==> src/rtl/ps2_voice_controller.sv <==
// Polyphonic PS/2 note controller: allocates key presses to tone voices,
// tracks voice age for stealing, and lets released voices finish their period.
module ps2_voice_controller #(
   parameter int CHANNELS  = 4,
   parameter int CODE_W    = 8,
   parameter int STOP_CODE = 99,
   parameter int STEAL     = 1
) (
   input  logic                       iClk,
   input  logic                       iReset,
   input  logic                       iKey_Valid,
   input  logic [CODE_W-1:0]          iKey_Code,
   input  logic                       iKey_Release,
   input  logic [CHANNELS-1:0]        iCycle_Done,
   output logic [CHANNELS*CODE_W-1:0] oChan_Code,
   output logic [CHANNELS-1:0]        oChan_Enable,
   output logic                       oDrop
);

   localparam int IW = $clog2(CHANNELS);

   // bit 0 of the state doubles as the voice count-enable
   localparam logic [1:0] IDLE     = 2'b00;
   localparam logic [1:0] PLAYING  = 2'b01;
   localparam logic [1:0] STOPPING = 2'b11;

   logic [1:0]          state [CHANNELS];
   logic [CODE_W-1:0]   code  [CHANNELS];
   logic [IW-1:0]       rank  [CHANNELS];

   logic [CHANNELS-1:0] hit_play, hit_stop, idle;
   logic [IW-1:0]       free_idx, old_idx, stop_idx, alloc_idx, old_rank;
   logic                is_press, stop_all, note_press, key_rel;
   logic                do_retrig, do_alloc, do_drop;

   always_comb begin
      hit_play = '0;
      hit_stop = '0;
      idle     = '0;
      free_idx = '0;
      old_idx  = '0;
      stop_idx = '0;
      // descending scan so the lowest matching index wins
      for (int k = CHANNELS - 1; k >= 0; k--) begin
         hit_play[k] = (state[k] == PLAYING) && (code[k] == iKey_Code);
         hit_stop[k] = (state[k] == STOPPING) && (code[k] == iKey_Code);
         idle[k]     = (state[k] == IDLE);
         if (idle[k]) free_idx = IW'(k);
         if (hit_stop[k]) stop_idx = IW'(k);
         if (rank[k] == IW'(CHANNELS - 1)) old_idx = IW'(k);
      end
      is_press   = iKey_Valid & ~iKey_Release;
      stop_all   = is_press && (iKey_Code == CODE_W'(STOP_CODE));
      note_press = is_press & ~stop_all;
      key_rel    = iKey_Valid & iKey_Release;
      do_retrig  = note_press & ~|hit_play & |hit_stop;
      do_alloc   = note_press & ~|hit_play & ~|hit_stop
                   & (|idle | (STEAL != 0));
      do_drop    = note_press & ~|hit_play & ~|hit_stop
                   & ~|idle & (STEAL == 0);
      alloc_idx  = (|idle) ? free_idx : old_idx;
      old_rank   = rank[alloc_idx];
   end

   always_ff @(posedge iClk or posedge iReset) begin
      if (iReset) begin
         oDrop <= 1'b0;
         for (int k = 0; k < CHANNELS; k++) begin
            state[k] <= IDLE;
            code[k]  <= '0;
            rank[k]  <= IW'(k);
         end
      end else begin
         oDrop <= do_drop;
         for (int k = 0; k < CHANNELS; k++) begin
            case (state[k])
               IDLE: begin
                  if (do_alloc && alloc_idx == IW'(k)) begin
                     state[k] <= PLAYING;
                     code[k]  <= iKey_Code;
                  end
               end
               PLAYING: begin
                  if (do_alloc && alloc_idx == IW'(k))
                     code[k] <= iKey_Code;
                  else if (stop_all || (key_rel && hit_play[k]))
                     state[k] <= STOPPING;
               end
               STOPPING: begin
                  if (do_retrig && stop_idx == IW'(k)) begin
                     state[k] <= PLAYING;
                  end else if (do_alloc && alloc_idx == IW'(k)) begin
                     state[k] <= PLAYING;
                     code[k]  <= iKey_Code;
                  end else if (iCycle_Done[k]) begin
                     state[k] <= IDLE;
                  end
               end
               default: state[k] <= IDLE;
            endcase
            if (do_alloc) begin
               if (alloc_idx == IW'(k))
                  rank[k] <= '0;
               else if (rank[k] < old_rank)
                  rank[k] <= rank[k] + 1'b1;
            end
         end
      end
   end

   always_comb begin
      for (int k = 0; k < CHANNELS; k++) begin
         oChan_Enable[k]                 = state[k][0];
         oChan_Code[k*CODE_W +: CODE_W]  = code[k];
      end
   end

endmodule

==> config.mk <==
export PLATFORM = sky130hd
export DESIGN_NAME = ps2_voice_controller
export DESIGN_NICKNAME = d
export VERILOG_FILES = /design/src/rtl/ps2_voice_controller.sv
export SDC_FILE = /design/constraint.sdc
export NUM_CORES = 1
export LEC_CHECK = 0
export BUFFER_PORTS_ARGS = -buffer_cell sky130_fd_sc_hd__buf_2
export CORE_ASPECT_RATIO = 0.7
export CORE_MARGIN = 4
export CORE_UTILIZATION = 34
export CTS_CLUSTER_SIZE = 14
export DETAILED_ROUTE_END_ITERATION = 8
export PLACE_DENSITY = 0.6
export SLEW_MARGIN = 20
export SYNTH_ARGS = -nofsm -noshare
export SYNTH_HDL_FRONTEND = slang
export SYNTH_SLANG_ARGS = --single-unit
==> constraint.sdc <==
create_clock -name iClk -period 4.3 [get_ports iClk]
set_input_delay 0.645 -clock iClk [delete_from_list [all_inputs] [get_ports iClk]]
set_output_delay 0.645 -clock iClk [all_outputs]
set_load 0.01 [all_outputs]
After elaboration in Yosys (flattened, before gate mapping)

Cells that the tools add are included.

Magnitude comparators: 5
Mux-type cells: 64
Reduce and logical (&&, ||, !) cells: 60
Bitwise logic cells: 9
Equality and inequality tests: 43
$add $sub $neg: 4

Operators with widths:

| cell                | number |
|---|---|
| $mux 2              | 47 |
| $mux 8              | 8 |
| $pmux 8 s2          | 4 |
| $eq 8x8->1          | 4 |
| $eq 2x2->1 const B  | 12 |
| $pmux 2 s3          | 4 |
| $logic_and 1x1->1   | 21 |
| $ne 2x1->1 const B  | 8 |
| $ne 2x2->1 const B  | 8 |
| $ne 4x2->1 const B  | 4 |
| $reduce_and 2->1    | 8 |
| $reduce_and 4->1    | 4 |
| $reduce_bool 2->1   | 8 |
| $eq 2x1->1 const B  | 6 |
| $logic_not 2->1     | 6 |
| $reduce_or 4->1     | 3 |
| $add 2x1->2 const B | 4 |
| $eq 8x7->1 const B  | 1 |
| $lt 2x2->1          | 4 |
| $reduce_or 2->1     | 4 |
| $and 1x1->1         | 6 |
| $bmux 2 s2          | 1 |
| $logic_or 1x1->1    | 4 |
| $ge 3x3->1 const B  | 1 |
| other kinds (3)     | 5 |

Output and inout bits: 37
Word-level logic and storage cells: 197
Register bits: 48

Depth between registers and ports, before layout

Gate-level depths: netlist of the first run.

Word-level depth: 13
Mapped depth: 15
Depth with buffers taken out: 14

Worst setup path after synthesis of the first run

OpenSTA, ideal clock, no wires.

Kind: reg-to-reg
From: register rank[0] (netlist bit)
To: register rank[2] (netlist bit)
Required time: 4.235 ns
Arrival time: 2.809 ns
Setup time: 0.065 ns
Buffers on the path: 1
Clock period less this slack: 2.874 ns
Slack: 1.426 ns
Stages on the path, launching flop included: 14
Path through: dfstp_2 ha_1 nand2b_1 a211oi_1 o21a_1 buf_2 nor2_1 nor2_1 o21ai_0 ha_1 a2111oi_0 nor2_1 nor4_1 mux2_2

Longest elaborated chain between the ends: 13

RTL lines:

| what                                      | RTL line | RTL |
|---|---|---|
| from (decl)                               | 29       | `logic [IW-1:0] rank [CHANNELS];` |
| from (signal, indexed assignment)         | 71       | `rank[k] <= IW'(k);` |
| from (signal, indexed assignment)         | 105      | `rank[k] <= rank[k] + 1'b1;` |
| $eq 2x2->1                                | 50       | `if (rank[k] == IW'(CHANNELS - 1)) old_idx = IW'(k);` |
| $mux 2 (4 in a row)                       | 50       |  |
| $mux 2                                    | 61       | `alloc_idx = (\|idle) ? free_idx : old_idx;` |
| $not 2->3 (implied by the code)           | 62       | `old_rank = rank[alloc_idx];` |
| $bmux 2 s2                                | 62       |  |
| $mux 2 (implied by the code) (2 in a row) | 62       |  |
| $lt 2x2->1                                | 104      | `else if (rank[k] < old_rank)` |
| $reduce_bool 2->1 (no line)               | n/a      |  |
| $reduce_and 2->1 (no line)                | n/a      |  |

Parallel ways exist; a longest one is shown, timed or not. The select of a mux whose other input is x is not followed.
A chain may end at the register's enable or synchronous reset.

Final worst setup path of the first run

From: register rank[3] (netlist bit)
To: register rank[2] (netlist bit)

Longest elaborated chain between the ends: 12

RTL lines:

| what                                      | RTL line |
|---|---|
| $eq 2x2->1                                | 50 |
| $mux 2 (3 in a row)                       | 50 |
| $mux 2                                    | 61 |
| $not 2->3 (implied by the code)           | 62 |
| $bmux 2 s2                                | 62 |
| $mux 2 (implied by the code) (2 in a row) | 62 |
| $lt 2x2->1                                | 104 |
| $reduce_bool 2->1 (no line)               | n/a |
| $reduce_and 2->1 (no line)                | n/a |

Parallel ways exist; a longest one is shown, timed or not. The select of a mux whose other input is x is not followed.

==> results of run 1 <==
==> path summary, 6_finish.rpt <==
check                                                    to  slack [ns]  cells past startpoint
worst max-delay path                    rank[2]$_DFFE_PP0P_        0.92                     12
worst min-delay path                    rank[5]$_DFFE_PP0P_        0.50                      2
worst max register to register          rank[2]$_DFFE_PP0P_        0.92                     12
worst min register to register  oChan_Enable[0]$_DFFE_PP0P_        0.53                      1
max in group asynchronous        oChan_Code[10]$_DFFE_PP0P_        3.29                      2
min in group iClk               oChan_Enable[0]$_DFFE_PP0P_        0.53                      1
==> registers in the layout, summed over array words and instances (netlist names) <==
| name | cells |
|---|---|
| oChan_Code | 32 |
| oChan_Enable | 4 |
| rank | 8 |
| state | 4 |
==> power by group <==
part | switching, W | internal (W)
logic | 0.000765 | 0.000649
clock network | 0.000173 | 0.000232
registers | 0.000225 | 0.000667
total | 0.00116 | 0.00155
==> placed cells by master (no fill, tap or decap), types with 5 or more instances in the layout <==
| master | n |
|---|---|
| sky130_fd_sc_hd__inv_1 | 14 |
| sky130_fd_sc_hd__nand2_1 | 13 |
| sky130_fd_sc_hd__xor2_1 | 24 |
| sky130_fd_sc_hd__o21a_1 | 6 |
| sky130_fd_sc_hd__nor4_1 | 9 |
| sky130_fd_sc_hd__o21ai_0 | 8 |
| sky130_fd_sc_hd__nor2_1 | 15 |
| sky130_fd_sc_hd__nand3_1 | 5 |
| sky130_fd_sc_hd__dfrtp_1 | 44 |
| sky130_fd_sc_hd__a31oi_1 | 5 |
| sky130_fd_sc_hd__a21oi_1 | 5 |
| sky130_fd_sc_hd__xnor2_1 | 8 |
| sky130_fd_sc_hd__ha_1 | 8 |
| sky130_fd_sc_hd__mux2_2 | 34 |
| sky130_fd_sc_hd__buf_2 | 51 |
| sky130_fd_sc_hd__clkbuf_16 | 5 |
==> cell usage after synthesis, drive strengths merged, types with 5 or more instances <==
master and count:
mux2 34, dfrtp 44, a21oi 5, nor2 15, o21ai 10, xor2 24
nand3 7, nor4 9, inv 15, nand2 13, a31oi 5, o21a 6
xnor2 8, ha 8, buf 16
==> area by class of cell <==
type                    count  area [sq um]  share of cell area
clock buffers               7           143              0.0411
clock inverters             1          7.51             0.00217
inverters                  15          57.6              0.0166
multi-input cells         205          1640               0.473
flip-flops and latches     48          1210               0.348
well taps                 120           150              0.0433
repair buffers             52           263              0.0758
==> per-stage QoR <==
step | instance area, sq um | total power (W) | utilization | instances
5_1_grt | 3470 | 0.00293 | 0.404 | 448
3_5_place_dp | 3320 | 0.00230 | 0.386 | 440
2_1_floorplan | 3030 | 0.00190 | - | 285
6_report | 3470 | 0.00271 | 0.404 | 448
4_1_cts | 3470 | 0.00272 | 0.404 | 448
3_3_place_gp | 3320 | 0.00228 | 0.386 | 440
==> cells by family after synthesis <==
family,Yosys count,synth area share
AOI/OAI and AO/OA,59,0.150
xor gates and xnor gates,32,0.0924
adders and majority gates,8,0.0330
buffers and inverters,32,0.0618
DFF,48,0.398
muxes,36,0.133
other,1,0.00124
and+or+nand+nor,69,0.132
==> metal layers <==
layer / vias to the layer above / routed length (um) / track usage
met3: 12 / 504 / 0.0318
met5: - / 0 / 0
met1: 1165 / 3930 / 0.229
li1: 1134 / - / -
met2: 86 / 3000 / 0.213
met4: 0 / 174 / 0.0669
==> run metrics, run 1 <==
antenna-violating nets left 0; Async S/R FF share, synth 1.00; number of enable flip-flop cells after synthesis 0; gate family responsible for the most delay along the worst path compound AO/OA/AOI/OAI gates; crit-path max cell delay 0.57 ns; CP Launch Type flip-flop; starting utilization of the core area 0.353; source-to-sink clock delay at the later pin of the worst-skew pair 0.29 ns; Yosys warning count 0; transition time at the pin with the least slew margin 0.864 ns; Setup-failing EPs final 0; via count of the first global-routing pass 2387; critical setup path kind reg -> reg; min-delay worst type in -> async; number of storage elements in the synthesis netlist 48; Most common cell on crit path sky130_fd_sc_hd__ha_1; width of the die 121 um; antenna violations before repair 0; worst clock skew 0.00595 ns; post-route setup slack 0.915 ns; Critical Path Sink Type flip-flop; Antenna diodes 0; total negative slack 0 ns; CORE AREA 0.00858 sq mm; placement-stage worst setup slack 1.01 ns; cells resized by post-CTS repair 0; area growth from synthesis to layout 14.3%; Relative slew margins 0.423; Data arrival, critical path 3.62 ns; number of violations of the max-capacitance limit 0; vias after detailed routing 2397; overall routed net length 7610 um; total grt overflow 0; number of DRC markers after the initial detailed-route iteration 153; final period utilization 0.787; nets 351; placer congestion estimate 0.949; library cell used as clock root buffer sky130_fd_sc_hd__clkbuf_16; number of buffers on the longest clock path 2; endpoints failing hold 0; Filler cells 867; detailed-routing iteration count for the pre-antenna-repair pass 4; pin count of the biggest net entering global routing 49; number of hold-repair buffers added at the cts stage 0; prevailing post-synth register cell sky130_fd_sc_hd__dfrtp_1; highest fanout seen on the critical path 8; static power due to leakage 1.51 nW; number of clock buffers inserted by TritonCTS 5; post-CTS repair timing setup buffer count 0; clock net sink count 48; count of buffer and inverter cells on the critical path 0; I/O Pins 53; wire length of the first global-routing pass 12600 um; die height 87.0 um; clock tree from TritonCTS built; number of core rows 28; Synth Instances 285; crit-path cells ha_1 -> nand2b_1 -> a211oi_1 -> o21ai_1 -> nand2_1 -> o211ai_1 -> o21ai_0 -> ha_1 -> a2111oi_0 -> nor2_1 -> nor4_1 -> mux2_2; Post-Synthesis Net Count 309; Peak Freq 0.295 GHz; area enclosed by the die boundary 0.0105 sq mm; DRC Markers 0; total half-perimeter wirelength after legalization and detailed placement 5790 um; clock edge transition at the registers on the reported setup and hold paths 0.07 ns; CP startpoint rank[3]$_DFFE_PP1P_; R2R Path Start rank[3]$_DFFE_PP1P_; htree depth 2; run status completed; Yosys top cell area share 0.363; Final Slew Violations 0; power density normalized to cell area 782 mW/mm^2; mapped cell area 0.00303 sq mm; fraction of final layout cells with drive strength greater than 1 0.326; average size of a mapped cell 10.6 sq um; final critical delay including setup and external delays 3.38 ns; smallest hold slack 0.498 ns; Port Buffers 51; CP max-delay cell sky130_fd_sc_hd__dfstp_2; all-layer global routing usage 0.154; wire length per cell 17.0 um; library cell occupying the most area in the post-synthesis netlist sky130_fd_sc_hd__dfrtp_1; critical path data required time 4.54 ns; count of unique library cells instantiated by Yosys 58; dominant cells by area after synthesis sky130_fd_sc_hd__dfrtp_1, sky130_fd_sc_hd__mux2_2, sky130_fd_sc_hd__xor2_1; Avg Vias per Cell 5.35; register area share after synthesis 0.398; setup repair after global routing missed its margin no; Worst VDD drop 257 uV
Power figures use the tool's default switching activity.
==> inputs of run 2 (changes only) <==
==> constraint.sdc (replaced) <==
create_clock -name iClk -period 3.15 [get_ports iClk]
set_input_delay 0.4725 -clock iClk [delete_from_list [all_inputs] [get_ports iClk]]
set_output_delay 0.4725 -clock iClk [all_outputs]
set_load 0.01 [all_outputs]
==> run metrics, run 2 (synthesis gave the netlist of run 1 again) <==
run status completed; cell total after placement 460; number of buffers on the longest clock path 2; Data arrival, critical path 3.14 ns; post-CTS repair timing setup buffer count 0; htree depth 2; source-to-sink clock delay at the later pin of the worst-skew pair 0.29 ns; critical path data required time 3.38 ns; all-layer global routing usage 0.157; antenna violations before repair 0; starting utilization of the core area 0.353; detailed-routing iteration count for the pre-antenna-repair pass 4; area growth from synthesis to layout 19.7%; DRC Markers 0; Relative slew margins 0.506; final critical delay including setup and external delays 2.92 ns; width of the die 121 um; vias after detailed routing 2465; total grt overflow 0; Peak Freq 0.343 GHz; nets 371; Final Slew Violations 0; Port Buffers 51; number of core rows 28; power density normalized to cell area 1080 mW/mm^2; number of violations of the max-capacitance limit 0; crit-path cells ha_1 -> nand2b_1 -> a211oi_2 -> o21ai_2 -> o211ai_1 -> o21ai_1 -> ha_1 -> a2111oi_1 -> buf_4 -> nor2_1 -> nor4_2 -> mux2_2; fraction of final layout cells with drive strength greater than 1 0.374; final period utilization 0.926; critical setup path kind reg -> reg; overall routed net length 7930 um; most common cell after layout, fill and taps aside sky130_fd_sc_hd__buf_2; number of hold-repair buffers added at the cts stage 0; R2R Path Start rank[1]$_DFFE_PP1P_; R2R cell count 12; placement-stage worst setup slack -0.00435 ns; gate family responsible for the most delay along the worst path compound AO/OA/AOI/OAI gates; die height 87.0 um; worst clock skew 0.00290 ns; Most common cell on crit path sky130_fd_sc_hd__ha_1; Largest register FFs 32; most frequent cells in the layout sky130_fd_sc_hd__buf_2, sky130_fd_sc_hd__dfrtp_1, sky130_fd_sc_hd__mux2_2; highest fanout seen on the critical path 6; Antenna diodes 0; crit-path max cell delay 0.56 ns; via count of the first global-routing pass 2478; library cell used as clock root buffer sky130_fd_sc_hd__clkbuf_16; GR met2 Demand/Resource 0.218; transition time at the pin with the least slew margin 0.740 ns; placer congestion estimate 0.897; final cell count without fillers 468; I/O Pins 53; met1 track demand over resource 0.247; wire length of the first global-routing pass 13100 um; static power due to leakage 1.61 nW; CP startpoint rank[1]$_DFFE_PP1P_; number of clock buffers inserted by TritonCTS 5; area enclosed by the die boundary 0.0105 sq mm; antenna-violating nets left 0; number of DRC markers after the initial detailed-route iteration 179; wire length per cell 16.9 um; Worst VDD drop 320 uV; min-delay worst type in -> async; clock edge transition at the registers on the reported setup and hold paths 0.06 ns; CP Launch Type flip-flop; total half-perimeter wirelength after legalization and detailed placement 6230 um; Avg Vias per Cell 5.27; smallest hold slack 0.305 ns; pin count of the biggest net entering global routing 36; CORE AREA 0.00858 sq mm; count of buffer and inverter cells on the critical path 1; CP max-delay cell sky130_fd_sc_hd__dfstp_2; Critical Path Sink Type flip-flop; utilization after layout 0.423; met3 Use GR 0.0299; clock net sink count 48; post-route setup slack 0.235 ns; endpoints failing hold 0; clock tree from TritonCTS built; stages on the worst setup path 12; Setup-failing EPs final 0; layer with the highest usage met1
[run 2: cell types whose count changed in the layout (fill, tap and decap cells not counted), sizes merged]
cell	before	now
inv	14	15
buf	52	72
clkinv	1	0
[run 2: path summary, 6_finish.rpt]
path	end	slack, ns
worst max-delay path	rank[2]$_DFFE_PP0P_	0.23
worst min-delay path	oChan_Code[27]$_DFFE_PP0P_	0.30
worst max register to register	rank[2]$_DFFE_PP0P_	0.23
worst min register to register	oChan_Enable[0]$_DFFE_PP0P_	0.54
max in group asynchronous	rank[0]$_DFFE_PP1P_	2.08
min in group iClk	oChan_Enable[2]$_DFFE_PP0P_	0.39
[run 2: layout make-up]
| cell class | count | area, sq um |
|---|---|---|
| repair buffers | 72 | 413 |
| multi-input cells | 205 | 1660 |
| clock buffers | 7 | 143 |
| flip-flops and latches | 48 | 1210 |
| fillers | 848 | 4950 |
| well taps | 120 | 150 |
| inverters | 15 | 56.3 |
| clock inverters | 1 | 7.51 |
[run 2: power breakdown]
part | internal [W] | switching, W | leakage, nW
logic | 0.00105 | 0.00116 | 0.969
registers | 0.000909 | 0.000252 | 0.571
clock network | 0.000317 | 0.000235 | 0.0701
total | 0.00227 | 0.00164 | 1.61
[run 2: metal layers]
layer | wire length (um) | part of all wire | up-vias
met5 | 0 | 0 | -
met4 | 91 | 0.011 | 0
met3 | 588 | 0.074 | 7
met2 | 3200 | 0.40 | 82
met1 | 4050 | 0.51 | 1209
li1 | - | - | 1167
[run 2: timing repair]
item,4_1_cts,5_1_grt
gates cloned,0,0
endpoints found under the setup margin,2,7
resized for setup,1,4
[run 2: stage by stage]
| stage | setup TNS (ns) | area, sq um | power, W |
|---|---|---|---|
| global placement | 0 | 3470 | 0.00331 |
| CTS | 0 | 3620 | 0.00391 |
| floorplan | 0 | 3030 | 0.00259 |
| finish | 0 | 3630 | 0.00392 |
| global route | -0.0565 | 3630 | 0.00424 |
| detailed placement | -0.00435 | 3470 | 0.00334 |
